## config.mk

```make
export PLATFORM = sky130hd
export DESIGN_NAME = program_counter
export DESIGN_NICKNAME = d
export VERILOG_FILES = /design/src/rtl/program_counter_pkg.sv /design/src/rtl/pc_next_sel.sv /design/src/rtl/program_counter.sv
export SDC_FILE = /design/constraint.sdc
export NUM_CORES = 1
export LEC_CHECK = 0
export CORE_MARGIN = 2
export CORE_UTILIZATION = 45
export CTS_BUF_LIST = sky130_fd_sc_hd__clkbuf_8
export DETAILED_ROUTE_END_ITERATION = 6
export PLACE_DENSITY_LB_ADDON = 0.05
export SYNTH_ARGS = -nofsm -noshare
export SYNTH_HDL_FRONTEND = slang
export SYNTH_SLANG_ARGS = --single-unit
```

## constraint.sdc

```tcl
create_clock -name clk -period 2.4 [get_ports clk]
set_input_delay 0.48 -clock clk [delete_from_list [all_inputs] [get_ports clk]]
set_output_delay 0.48 -clock clk [all_outputs]
set_load 0.02 [all_outputs]
```

## src/rtl/program_counter_pkg.sv

```systemverilog
// Shared definitions for the program counter slice: default width, default
// reset address and the RUN/HALT state encoding.
package program_counter_pkg;

   localparam int          PC_WIDTH      = 16;
   localparam logic [15:0] PC_RESET_ADDR = 16'h0000;

   typedef enum logic [0:0] {
      PC_RUN  = 1'b0,
      PC_HALT = 1'b1
   } pc_state_t;

endpackage

```

## src/rtl/pc_next_sel.sv

```systemverilog
// Next-address select for the program counter.
// Priority: clr > (stall or halted hold) > load > inc > hold.
module pc_next_sel
   import program_counter_pkg::*;
#(
   parameter int WIDTH = PC_WIDTH
) (
   input  logic [WIDTH-1:0] in,
   input  logic [WIDTH-1:0] inc_addr,
   input  logic [WIDTH-1:0] reset_addr,
   input  logic [WIDTH-1:0] cur_addr,
   input  logic             clr,
   input  logic             load,
   input  logic             inc,
   input  logic             stall,
   input  logic             halted,
   output logic [WIDTH-1:0] next
);

   // Priority mux chain; clr wins even over stall and HALT.
   always_comb begin
      next = cur_addr;
      if (clr) begin
         next = reset_addr;
      end else if (stall || halted) begin
         next = cur_addr;
      end else if (load) begin
         next = in;
      end else if (inc) begin
         next = inc_addr;
      end else begin
         next = cur_addr;
      end
   end

endmodule

```

## src/rtl/program_counter.sv

```systemverilog
// Program counter with load / increment / clear / stall and an optional
// jump-to-self halt detector.
// Optional feature macro: PROGRAM_COUNTER_HALT_DETECT_EN enables the RUN/HALT
// FSM; when undefined, halted is tied low and a jump-to-self is a plain load.
module program_counter
   import program_counter_pkg::*;
#(
   parameter int               WIDTH      = PC_WIDTH,
   parameter logic [WIDTH-1:0] RESET_ADDR = WIDTH'(PC_RESET_ADDR)
) (
   input  logic             clk,
   input  logic             rst_n,
   input  logic [WIDTH-1:0] in,
   input  logic             load,
   input  logic             inc,
   input  logic             clr,
   input  logic             stall,
   output logic [WIDTH-1:0] out,
   output logic             halted
);

   logic [1:0]       rst_sync_r;
   logic             en_s;
   logic [WIDTH-1:0] out_r;
   logic [WIDTH-1:0] next_s;
   logic [WIDTH-1:0] inc_addr_s;
   logic             halted_s;

   // Reset release chain: asserts with rst_n, releases one stage per edge.
   always_ff @(posedge clk or negedge rst_n) begin
      if (!rst_n) begin
         rst_sync_r <= 2'b00;
      end else begin
         rst_sync_r <= {rst_sync_r[0], 1'b1};
      end
   end

   // Counting begins on the edge that releases the second stage, i.e. the
   // second rising edge after rst_n rises; the second stage keeps it sticky.
   assign en_s = rst_sync_r[0] | rst_sync_r[1];

   // Wrapping increment, no carry out.
   assign inc_addr_s = out_r + WIDTH'(1);

`ifdef PROGRAM_COUNTER_HALT_DETECT_EN
   pc_state_t state_r;
   pc_state_t state_next_s;
   logic      halted_r;

   // Next-state logic: an unstalled self-jump halts; only clr leaves HALT.
   always_comb begin
      state_next_s = state_r;
      case (state_r)
         PC_RUN: begin
            if (clr) begin
               state_next_s = PC_RUN;
            end else if (!stall && load && (in == out_r)) begin
               state_next_s = PC_HALT;
            end else begin
               state_next_s = PC_RUN;
            end
         end
         PC_HALT: begin
            if (clr) begin
               state_next_s = PC_RUN;
            end else begin
               state_next_s = PC_HALT;
            end
         end
         default: begin
            state_next_s = PC_RUN;
         end
      endcase
   end

   // State register and registered halted flag.
   always_ff @(posedge clk or negedge rst_n) begin
      if (!rst_n) begin
         state_r  <= PC_RUN;
         halted_r <= 1'b0;
      end else if (en_s) begin
         state_r  <= state_next_s;
         halted_r <= (state_next_s == PC_HALT);
      end else begin
         state_r  <= state_r;
         halted_r <= halted_r;
      end
   end

   assign halted_s = halted_r;
`else
   assign halted_s = 1'b0;
`endif

   pc_next_sel #(
      .WIDTH (WIDTH)
   ) u_next_sel (
      .in         (in),
      .inc_addr   (inc_addr_s),
      .reset_addr (RESET_ADDR),
      .cur_addr   (out_r),
      .clr        (clr),
      .load       (load),
      .inc        (inc),
      .stall      (stall),
      .halted     (halted_s),
      .next       (next_s)
   );

   // Address register; only updates once the reset release has completed.
   always_ff @(posedge clk or negedge rst_n) begin
      if (!rst_n) begin
         out_r <= RESET_ADDR;
      end else if (en_s) begin
         out_r <= next_s;
      end else begin
         out_r <= out_r;
      end
   end

   assign out    = out_r;
   assign halted = halted_s;

endmodule

```

# After elaboration in Yosys (flattened, before gate mapping)
# Cells that the tools add are included.
[totals]
regBits = 18
[classes]
add_sub_neg = 1
eq_ne = 1
mux = 4
bitwise = 1
n_reduce_logical = 2
[ops]
columns = ["cell", "n"]
rows = [
  ["$mux 16", 4],
  ["$add 16x1->16 const B", 1],
  ["$reduce_and 3->1", 1],
  ["$reduce_bool 3->1", 1],
  ["$ne 2x2->1 const B", 1],
  ["$or 1x1->1", 1],
]

# Longest topological paths before layout
# Gate-level depths: netlist of run 1.
[depth]
word_depth = 5
mapped_depth = 6
ltp_nobuf = 5

# Hierarchy
# A second synthesis of run 1 with hierarchy kept.
[unflattened]
hier_cells = 175
area_unflattened_um2 = 1669.1
[by_module_without_submodules]
columns = ["mod", "n_inst", "cells_each", "area_each_um2", "seq_area_each_um2"]
rows = [
  ["program_counter", 1, 82, 954.7, 450.4],
  ["pc_next_sel", 1, 93, 714.4, 0.0],
]

# Worst setup path before layout of run 1
# OpenSTA, ideal clock, no wires.
[synth_path]
path_kind = "flip-flop to flip-flop"
startpoint = "register out_r[0] (netlist: out[0])"
endpoint = "register out_r[14] (netlist: out[14])"
t_arrival_ns = 1.538
t_required_ns = 2.274
slack_ns = 0.735
stages_incl_launch_ff = 6
period_less_slack_ns = 1.665
path_cell_list = "dfrtp_1 ha_1 nand3_2 nor4_4 nor3_1 a311o_1"
[synth_between]
elab_chain_len = 5
[synth_rtl]
columns = ["element", "line_no", "text"]
rows = [
  ["start: declaration", "program_counter.sv:24", "logic [WIDTH-1:0] out_r;"],
  ["start signal: assignment", "program_counter.sv:115", "out_r <= next_s;"],
  ["start signal: assignment", "program_counter.sv:117", "out_r <= out_r;"],
  ["$add 16x1->16", "program_counter.sv:43", "assign inc_addr_s = out_r + WIDTH'(1);"],
  ["$mux 16", "pc_next_sel.sv:29", "end else if (inc) begin"],
  ["$mux 16", "pc_next_sel.sv:27", "end else if (load) begin"],
  ["$mux 16", "pc_next_sel.sv:25", "end else if (stall || halted) begin"],
  ["$mux 16", "pc_next_sel.sv:23", "if (clr) begin"],
]
# No other way between the ends. The select of a mux whose other input is x is not followed.
# A chain may end at the register's enable or synchronous reset.

# Worst setup path after layout of run 1
[layout_path]
startpoint = "register out_r[4] (netlist: out[4])"
endpoint = "output out[4]"
[layout_lines]
columns = ["element", "line_no", "text"]
rows = [
  ["end: declaration", "program_counter.sv:18", "output logic [WIDTH-1:0] out,"],
]
# No word-level cell between the ends.

==> flow_metrics.tcl, run 1 <==
set metrics [dict create \
    slowest_stage "clkdlybuf4s50_1" \
    vias_per_cell 5.844 \
    wl_per_cell_um 14.88 \
    final_max_slew_viol_count 0 \
    cts.htree.levels 1 \
    cts_setup_buffers 0 \
    arrival_ns 1.45 \
    worst-path-buf-inv 1 \
    use_met2_pct 30.95 \
    num_vias 1198 \
    cts_tree "built" \
    min_path_type "reg2reg" \
    drt_drc_violations_left 0 \
    critPathMaxStageDelay_ns 0.67 \
    min_period_over_period_pct 80.49 \
    use_met1_pct 30.47 \
    portBuffers 37 \
    clkSinkCount 18 \
    clock.fmax_ghz 0.5176 \
    grt_pass1_vias 1121 \
    endpoint_kind "output port" \
    die_h_um 55.34 \
    p_int_mw 0.5880 \
    area_growth_pct 36.81 \
    routabilityCongestion 0.7969 \
    final_util_pct 65.51 \
    yosys_warnings 0 \
    seqPwrFrac_pct 44.2 \
    start_kind "flip-flop" \
    first_pass_iters 4 \
    ant_nets 0 \
    clk_latency_ns 0.25 \
    synth.avg_cell_area_um2 8.472 \
    drtIter0Drc 38 \
    track_usage_pct 20.55 \
    clk_path_buf_depth 2 \
    crit_type "reg2out" \
    mappedNetlistNets 163 \
    power.switching_mw 0.2563 \
    holdBufCountCts 0 \
    final-hold-violation-count 0 \
    critical_path_required_ns 1.92 \
    synth_area_um2 1186 \
    final_nets 199 \
    place_ws_ns 0.3421 \
    antenna_found_initial 0 \
    initial_core_util_pct 47.88 \
    crit_path_cell_trace "clkdlybuf4s50_1" \
    setup_ws_ns 0.4681 \
    rsz0062_at_grt "false" \
    clkPwrFrac_pct 29.5 \
    fillCellCount 233 \
    wirelength_um 3050 \
    power.density_nw_per_um2 520.3 \
    combinationalPowerShare_pct 26.3 \
    top_level_ports 39 \
    grt_first_pass_wirelength_um 5175 \
    clk_pin_slew_ns 0.07 \
    critPathTopFamily "buffers and inverters" \
    dieWidth_um 55.34 \
    setup_tns_ns 0 \
    grt_max_degree 25 \
    clock_skew_ns 0.002758 \
    crit_fanout 9 \
    die-area_um2 3063 \
    final_cell_area_um2 1623 \
    dp_hpwl_um 2164 \
    busiest_layer "met2" \
    synth-seq-cells 18 \
    cts_resized 0 \
    ys_types 42 \
    met3_usage_pct 2.810 \
    numCtsBuffers 3 \
    max_cap_viol_count 0 \
    p_sw_share_pct 30.36 \
    antennaDiodeCount 0 \
    grt_overflow 0 \
    coreArea_um2 2477 \
    run_status "complete, no violations" \
    leakagePower_nw 0.6471 \
    yosysSeqAreaShare_pct 37.97 \
    layout-drive-gt1-share_pct 9.143 \
    ir_drop_mv 0.3803 \
    place_area_um2 1568 \
    clock-root-buffer "clkbuf_8" \
    p_total_mw 0.8443 \
    setup_violations 0 \
    synth_cells 140 \
    rows 18 \
    fin_crit_ns 1.932 \
]
[worst paths after layout]
| check | cells past startpoint | slack, ns | endpoint | start |
|---|---|---|---|---|
| max | 1 | 0.47 | out[4] | out[4] |
| min | 0 | 0.39 | rst_sync_r[1] | rst_sync_r[0] |
| max reg2reg | 5 | 0.70 | out[14] | out[0] |
| min reg2reg | 0 | 0.39 | rst_sync_r[1] | rst_sync_r[0] |
| max in group asynchronous | 2 | 1.64 | rst_sync_r[0] | rst_n |
| min in group asynchronous | 2 | 0.56 | out[6] | rst_n |
[through the flow]
step                      hold WS (ns)  cells
after floorplan                 0.1844    140
after global placement          0.3697    201
after detailed placement        0.3722    201
after CTS                       0.3884    205
after global routing            0.4041    205
final                           0.3856    205
[flip-flops by register name, summed over array words and instances (netlist names)]
signal and count:
out 16, rst_sync_r 2
[cells in the final DEF, fill, tap and decap left out, drive strengths merged, types with 4 or more instances in the layout]
cell type	n
nand3	14
dfrtp	18
o21ai	14
nor2	13
clkdlybuf4s50	37
a21oi	10
clkbuf	4
nor4	7
nand2	12
nor3	4
inv	4
[power groups by stage]
stage / Clock [mW] / Sequential, mW / Combinational [mW]
floorplan: 0 / 0.400 / 0.0863
global placement: 0 / 0.376 / 0.218
detailed placement: 0 / 0.378 / 0.222
CTS: 0.258 / 0.372 / 0.223
global route: 0.269 / 0.379 / 0.242
finish: 0.249 / 0.373 / 0.222
[kinds of logic (layout without fill, tap and decap cells)]
logic type,after synthesis,count (layout),share of synthesized area (%)
and+or+nand+nor,60,60,29.33
adders and majority gates,1,1,1.055
AOI/OAI and AO/OA,45,45,24.79
buffers and inverters,13,48,5.379
muxes,1,1,0.8439
other,2,2,0.6331
DFF,18,18,37.97
[final cells by class]
cell class,count,area (um2),area share (%)
well taps,30,37.54,2.313
repair buffers,40,392.9,24.21
multi-input cells,109,671.9,41.40
inverters,4,15.01,0.9252
flip-flops and latches,18,450.4,27.76
clock buffers,4,55.05,3.392
[routing by layer]
layer | vias to the layer above | share of wire [%]
met3 | 2 | 4.2
li1 | 591 | -
met4 | 0 | 0.33
met2 | 32 | 49
met5 | - | 0
met1 | 573 | 47
[worst reg2reg max path, cell delays in order (launching register included)]
cell,delay (ns)
dfrtp_1,0.45
ha_1,0.25
nand3_2,0.21
nor4_4,0.34
nor3_1,0.07
a311o_1,0.27
[cells in the mapped netlist (all sizes together)]
library cell  count  area (um2)
dfrtp            18       450.4
nand3            14       75.07
o21ai            14       70.06
nor2             13       48.80
nand2            12       45.04
a21oi            10       53.80
nor4              7       71.31
buf               6       37.53
inv               4       15.01
nor3              4       20.02
a31oi             3       18.77
clkbuf            3       11.26
nand4             3       40.04
o211ai            3       22.52
o2bb2ai           3       26.28
o31a              3       26.28
a2bb2oi           2       17.52
conb              2       7.510
a21o              1       7.510
a22oi             1       7.510
a311o             1       10.01
a32oi             1       8.760
and2              1       6.260
and3              1       6.260
and4              1       8.760
ha                1       12.51
mux2i             1       10.01
nor2b             1       6.260
nor3b             1       7.510
o21bai            1       11.26
o22ai             1       6.260
o31ai             1       7.510
or2               1       6.260
or3               1       6.260
Note: power is estimated with default switching activity, not from simulation.
==> run 2, diff against run 1 <==
==> constraint.sdc (replaced) <==
create_clock -name clk -period 1.9 [get_ports clk]
set_input_delay 0.38 -clock clk [delete_from_list [all_inputs] [get_ports clk]]
set_output_delay 0.38 -clock clk [all_outputs]
set_load 0.02 [all_outputs]
==> flow_metrics.tcl, run 2 (same netlist as run 1, synthesis figures left out) <==
set metrics [dict create \
    run_status "complete, no violations" \
    final_cell_mix "clkdlybuf4s50_1 (37), dfrtp_1 (18), nor2_1 (13), nand3_1 (13), o21ai_0 (13)" \
    first_pass_iters 4 \
    fin_crit_ns 1.852 \
    start_kind "flip-flop" \
    final_nets 204 \
    rows 18 \
    critPathMaxStageDelay_ns 0.68 \
    leakagePower_nw 0.6627 \
    die_h_um 55.34 \
    cts_tree "built" \
    min_path_type "reg2reg" \
    grt_pass1_vias 1145 \
    fillCellCount 219 \
    combinationalPowerShare_pct 27.8 \
    num_vias 1207 \
    clock_skew_ns 0.0008413 \
    final_cell_area_um2 1647 \
    setup_tns_ns 0 \
    portBuffers 37 \
    wl_per_cell_um 14.45 \
    antenna_found_initial 0 \
    top_level_ports 39 \
    critical_path_required_ns 1.52 \
    p_sw_share_pct 31.35 \
    coreArea_um2 2477 \
    dp_cells 206 \
    max_cap_viol_count 0 \
    clk_latency_ns 0.25 \
    power.density_nw_per_um2 623.5 \
    track_usage_pct 21.00 \
    antennaDiodeCount 0 \
    area_growth_pct 38.82 \
    clk_pin_slew_ns 0.07 \
    clock.fmax_ghz 0.5399 \
    min_period_over_period_pct 97.49 \
    crit_path_cell_trace "clkdlybuf4s50_1" \
    final_util_pct 66.46 \
    routabilityCongestion 0.8110 \
    arrival_ns 1.47 \
    cts.htree.levels 1 \
    rsz0062_at_grt "false" \
    crit_fanout 9 \
    endpoint_kind "output port" \
    grt_first_pass_wirelength_um 5223 \
    layout-drive-gt1-share_pct 11.17 \
    numCtsBuffers 3 \
    holdBufCountCts 0 \
    dieWidth_um 55.34 \
    dp_hpwl_um 2223 \
    wirelength_um 3020 \
    final_common_cell "clkdlybuf4s50_1" \
    clk_path_buf_depth 2 \
    initial_core_util_pct 47.88 \
    slowest_stage "clkdlybuf4s50_1" \
    drt_drc_violations_left 0 \
    grt_overflow 0 \
    place_ws_ns 0.07359 \
    grt_max_degree 19 \
    final_max_slew_viol_count 0 \
    vias_per_cell 5.775 \
    seqPwrFrac_pct 45.8 \
    place_area_um2 1605 \
    largest_reg_flops 16 \
    critPathTopFamily "buffers and inverters" \
    clkSinkCount 18 \
    stdcell_count 209 \
    setup_ws_ns 0.04771 \
    setup_violations 0 \
    power.switching_mw 0.3218 \
    ant_nets 0 \
    final-hold-violation-count 0 \
    clkPwrFrac_pct 26.4 \
    worst-path-buf-inv 1 \
    ir_drop_mv 0.4024 \
    die-area_um2 3063 \
    cts_setup_buffers 0 \
    crit_type "reg2out" \
    drtIter0Drc 29 \
    cts_resized 0 \
    clock-root-buffer "clkbuf_8" \
    p_int_mw 0.7048 \
]
==> run 2: metrics by stage <==
step	total power, mW	hold slack (ns)
2_1_floorplan	0.6138	0.08441
3_3_place_gp	0.7576	0.3700
3_5_place_dp	0.7631	0.3735
4_1_cts	1.033	0.3891
5_1_grt	1.073	0.3969
6_report	1.027	0.3825
==> run 2: layout make-up <==
| cell class | count | area, um2 | area share (%) |
|---|---|---|---|
| well taps | 30 | 37.54 | 2.280 |
| clock buffers | 3 | 41.29 | 2.508 |
| flip-flops and latches | 18 | 450.4 | 27.36 |
| multi-input cells | 109 | 671.9 | 40.81 |
| repair buffers | 45 | 430.4 | 26.14 |
| inverters | 4 | 15.01 | 0.9119 |
==> run 2: path summary, 6_finish.rpt <==
kind / slack, ns / endpoint / startpoint / cells after the start
max in group asynchronous: 1.24 / rst_sync_r[1] / rst_n / 2
max reg2reg: 0.14 / out[14] / out[0] / 5
min: 0.38 / rst_sync_r[1] / rst_sync_r[0] / 0
max: 0.05 / out[4] / out[4] / 1
min reg2reg: 0.38 / rst_sync_r[1] / rst_sync_r[0] / 0
min in group asynchronous: 0.45 / out[6] / rst_n / 2
==> run 2: routing by layer <==
metal  GRT usage [%]  wire length [um]
met1           30.67              1475
met4           9.408                51
met3           3.044               119
met5               0                 0
met2           30.61              1374
==> run 2: power by group through the flow <==
stage	logic, mW	registers (mW)	clock network [mW]
final	0.285	0.470	0.271
after global routing	0.312	0.477	0.283
after CTS	0.287	0.470	0.276
after detailed placement	0.286	0.477	0
after global placement	0.282	0.475	0
after floorplan	0.109	0.505	0
==> run 3, diff against run 2 <==
--- a/config.mk
+++ b/config.mk
@@ -5,10 +5,14 @@
 export SDC_FILE = /design/constraint.sdc
 export NUM_CORES = 1
 export LEC_CHECK = 0
+export CAP_MARGIN = 30
+export CELL_PAD_IN_SITES_DETAIL_PLACEMENT = 2
+export CELL_PAD_IN_SITES_GLOBAL_PLACEMENT = 2
 export CORE_MARGIN = 2
-export CORE_UTILIZATION = 45
+export CORE_UTILIZATION = 27
 export CTS_BUF_LIST = sky130_fd_sc_hd__clkbuf_8
 export DETAILED_ROUTE_END_ITERATION = 6
+export HOLD_SLACK_MARGIN = 0.08
 export PLACE_DENSITY_LB_ADDON = 0.05
 export SYNTH_ARGS = -nofsm -noshare
 export SYNTH_HDL_FRONTEND = slang
==> flow_metrics.tcl, run 3 (same netlist as run 1, synthesis figures left out) <==
set metrics [dict create \
    cts_tree "built" \
    ir_drop_mv 0.1971 \
    setup_violations 0 \
    cts.htree.levels 1 \
    crit_path_cell_trace "clkdlybuf4s50_1" \
    antennaDiodeCount 0 \
    arrival_ns 1.46 \
    grt_overflow 0 \
    clk_latency_ns 0.25 \
    die-area_um2 4939 \
    min_period_over_period_pct 96.97 \
    setup_tns_ns 0 \
    coreArea_um2 4294 \
    initial_core_util_pct 27.62 \
    slowest_stage "clkdlybuf4s50_1" \
    wirelength_um 3870 \
    power.switching_mw 0.3360 \
    clock.fmax_ghz 0.5428 \
    clock-root-buffer "clkbuf_8" \
    final-hold-violation-count 0 \
    ant_nets 0 \
    max_cap_viol_count 0 \
    cts_resized 0 \
    die_h_um 70.28 \
    fillCellCount 495 \
    power.density_nw_per_um2 622.9 \
    clkPwrFrac_pct 26.5 \
    leakagePower_nw 0.6633 \
    final_common_cell "clkdlybuf4s50_1" \
    holdBufCountCts 0 \
    final_max_slew_viol_count 0 \
    endpoint_kind "output port" \
    routabilityCongestion 0.6809 \
    setup_ws_ns 0.05763 \
    worst-path-buf-inv 1 \
    final_util_pct 38.99 \
    clk_pin_slew_ns 0.07 \
    clock_skew_ns 0.002878 \
    cts_setup_buffers 0 \
    antenna_found_initial 0 \
    start_kind "flip-flop" \
    dp_hpwl_um 2863 \
    dieWidth_um 70.28 \
    critical_path_required_ns 1.52 \
    holdWs_ns 0.3839 \
    seqPwrFrac_pct 45.1 \
    combinationalPowerShare_pct 28.5 \
    layout-drive-gt1-share_pct 11.17 \
    rows 24 \
    run_status "complete, no violations" \
    p_int_mw 0.7069 \
    clkSinkCount 18 \
    grt_first_pass_wirelength_um 6706 \
    crit_type "reg2out" \
    largest_reg_flops 16 \
    rrSetupSlack_ns 0.16 \
    final_nets 204 \
    numCtsBuffers 3 \
    critPathTopFamily "buffers and inverters" \
    vias_per_cell 5.307 \
    wl_per_cell_um 16.75 \
    rsz0062_at_grt "false" \
    crit_fanout 9 \
    num_vias 1226 \
    clk_path_buf_depth 2 \
    fin_crit_ns 1.842 \
    portBuffers 37 \
    track_usage_pct 16.82 \
    drt_drc_violations_left 0 \
    place_ws_ns 0.05134 \
    area_growth_pct 41.14 \
    grt_max_degree 20 \
    p_sw_share_pct 32.22 \
    first_pass_iters 4 \
    grt_pass1_vias 1345 \
    drtIter0Drc 25 \
    top_level_ports 39 \
    final_cell_mix "clkdlybuf4s50_1 (37), dfrtp_1 (18), nor2_1 (13), nand3_1 (13), o21ai_0 (13)" \
    critPathMaxStageDelay_ns 0.67 \
    min_path_type "reg2reg" \
]
## run 3: cell counts in the layout (fill, tap and decap cells not counted)
No cell type changed its count.
## run 3: per-stage QoR
| stage | total power [mW] | std cells | cell area (um2) |
|---|---|---|---|
| after detailed placement | 0.7787 | 228 | 1633 |
| final | 1.043 | 231 | 1674 |
| after CTS | 1.063 | 231 | 1674 |
| after global routing | 1.108 | 231 | 1674 |
| after floorplan | 0.6138 | 140 | 1186 |
| after global placement | 0.7689 | 228 | 1633 |
## run 3: layer usage
metal | routed length (um) | track usage (%) | vias up
li1 | - | - | 597
met4 | 40 | 4.487 | 0
met1 | 1854 | 22.43 | 603
met3 | 114 | 2.165 | 4
met2 | 1860 | 28.51 | 22
met5 | 0 | 0 | -
## run 3: layout make-up
type	count	area, um2	area share (%)
flip-flops and latches	18	450.4	26.91
well taps	52	65.06	3.886
inverters	4	15.01	0.8969
clock buffers	3	41.29	2.466
repair buffers	45	430.4	25.71
multi-input cells	109	671.9	40.13
## run 3: final timing paths
| kind | startpoint | to | depth (start not counted) |
|---|---|---|---|
| min reg2reg | rst_sync_r[0] | rst_sync_r[1] | 0 |
| min | rst_sync_r[0] | rst_sync_r[1] | 0 |
| max in group asynchronous | rst_n | out[7] | 2 |
| max reg2reg | out[1] | out[14] | 5 |
| max | out[4] | out[4] | 1 |
| min in group asynchronous | rst_n | out[6] | 2 |
## run 3: power groups by stage
stage	Combinational, mW	Sequential [mW]	Clock, mW
after global placement	0.294	0.475	0
after floorplan	0.109	0.505	0
after detailed placement	0.300	0.478	0
after global routing	0.325	0.479	0.304
after CTS	0.303	0.471	0.290
final	0.297	0.470	0.276
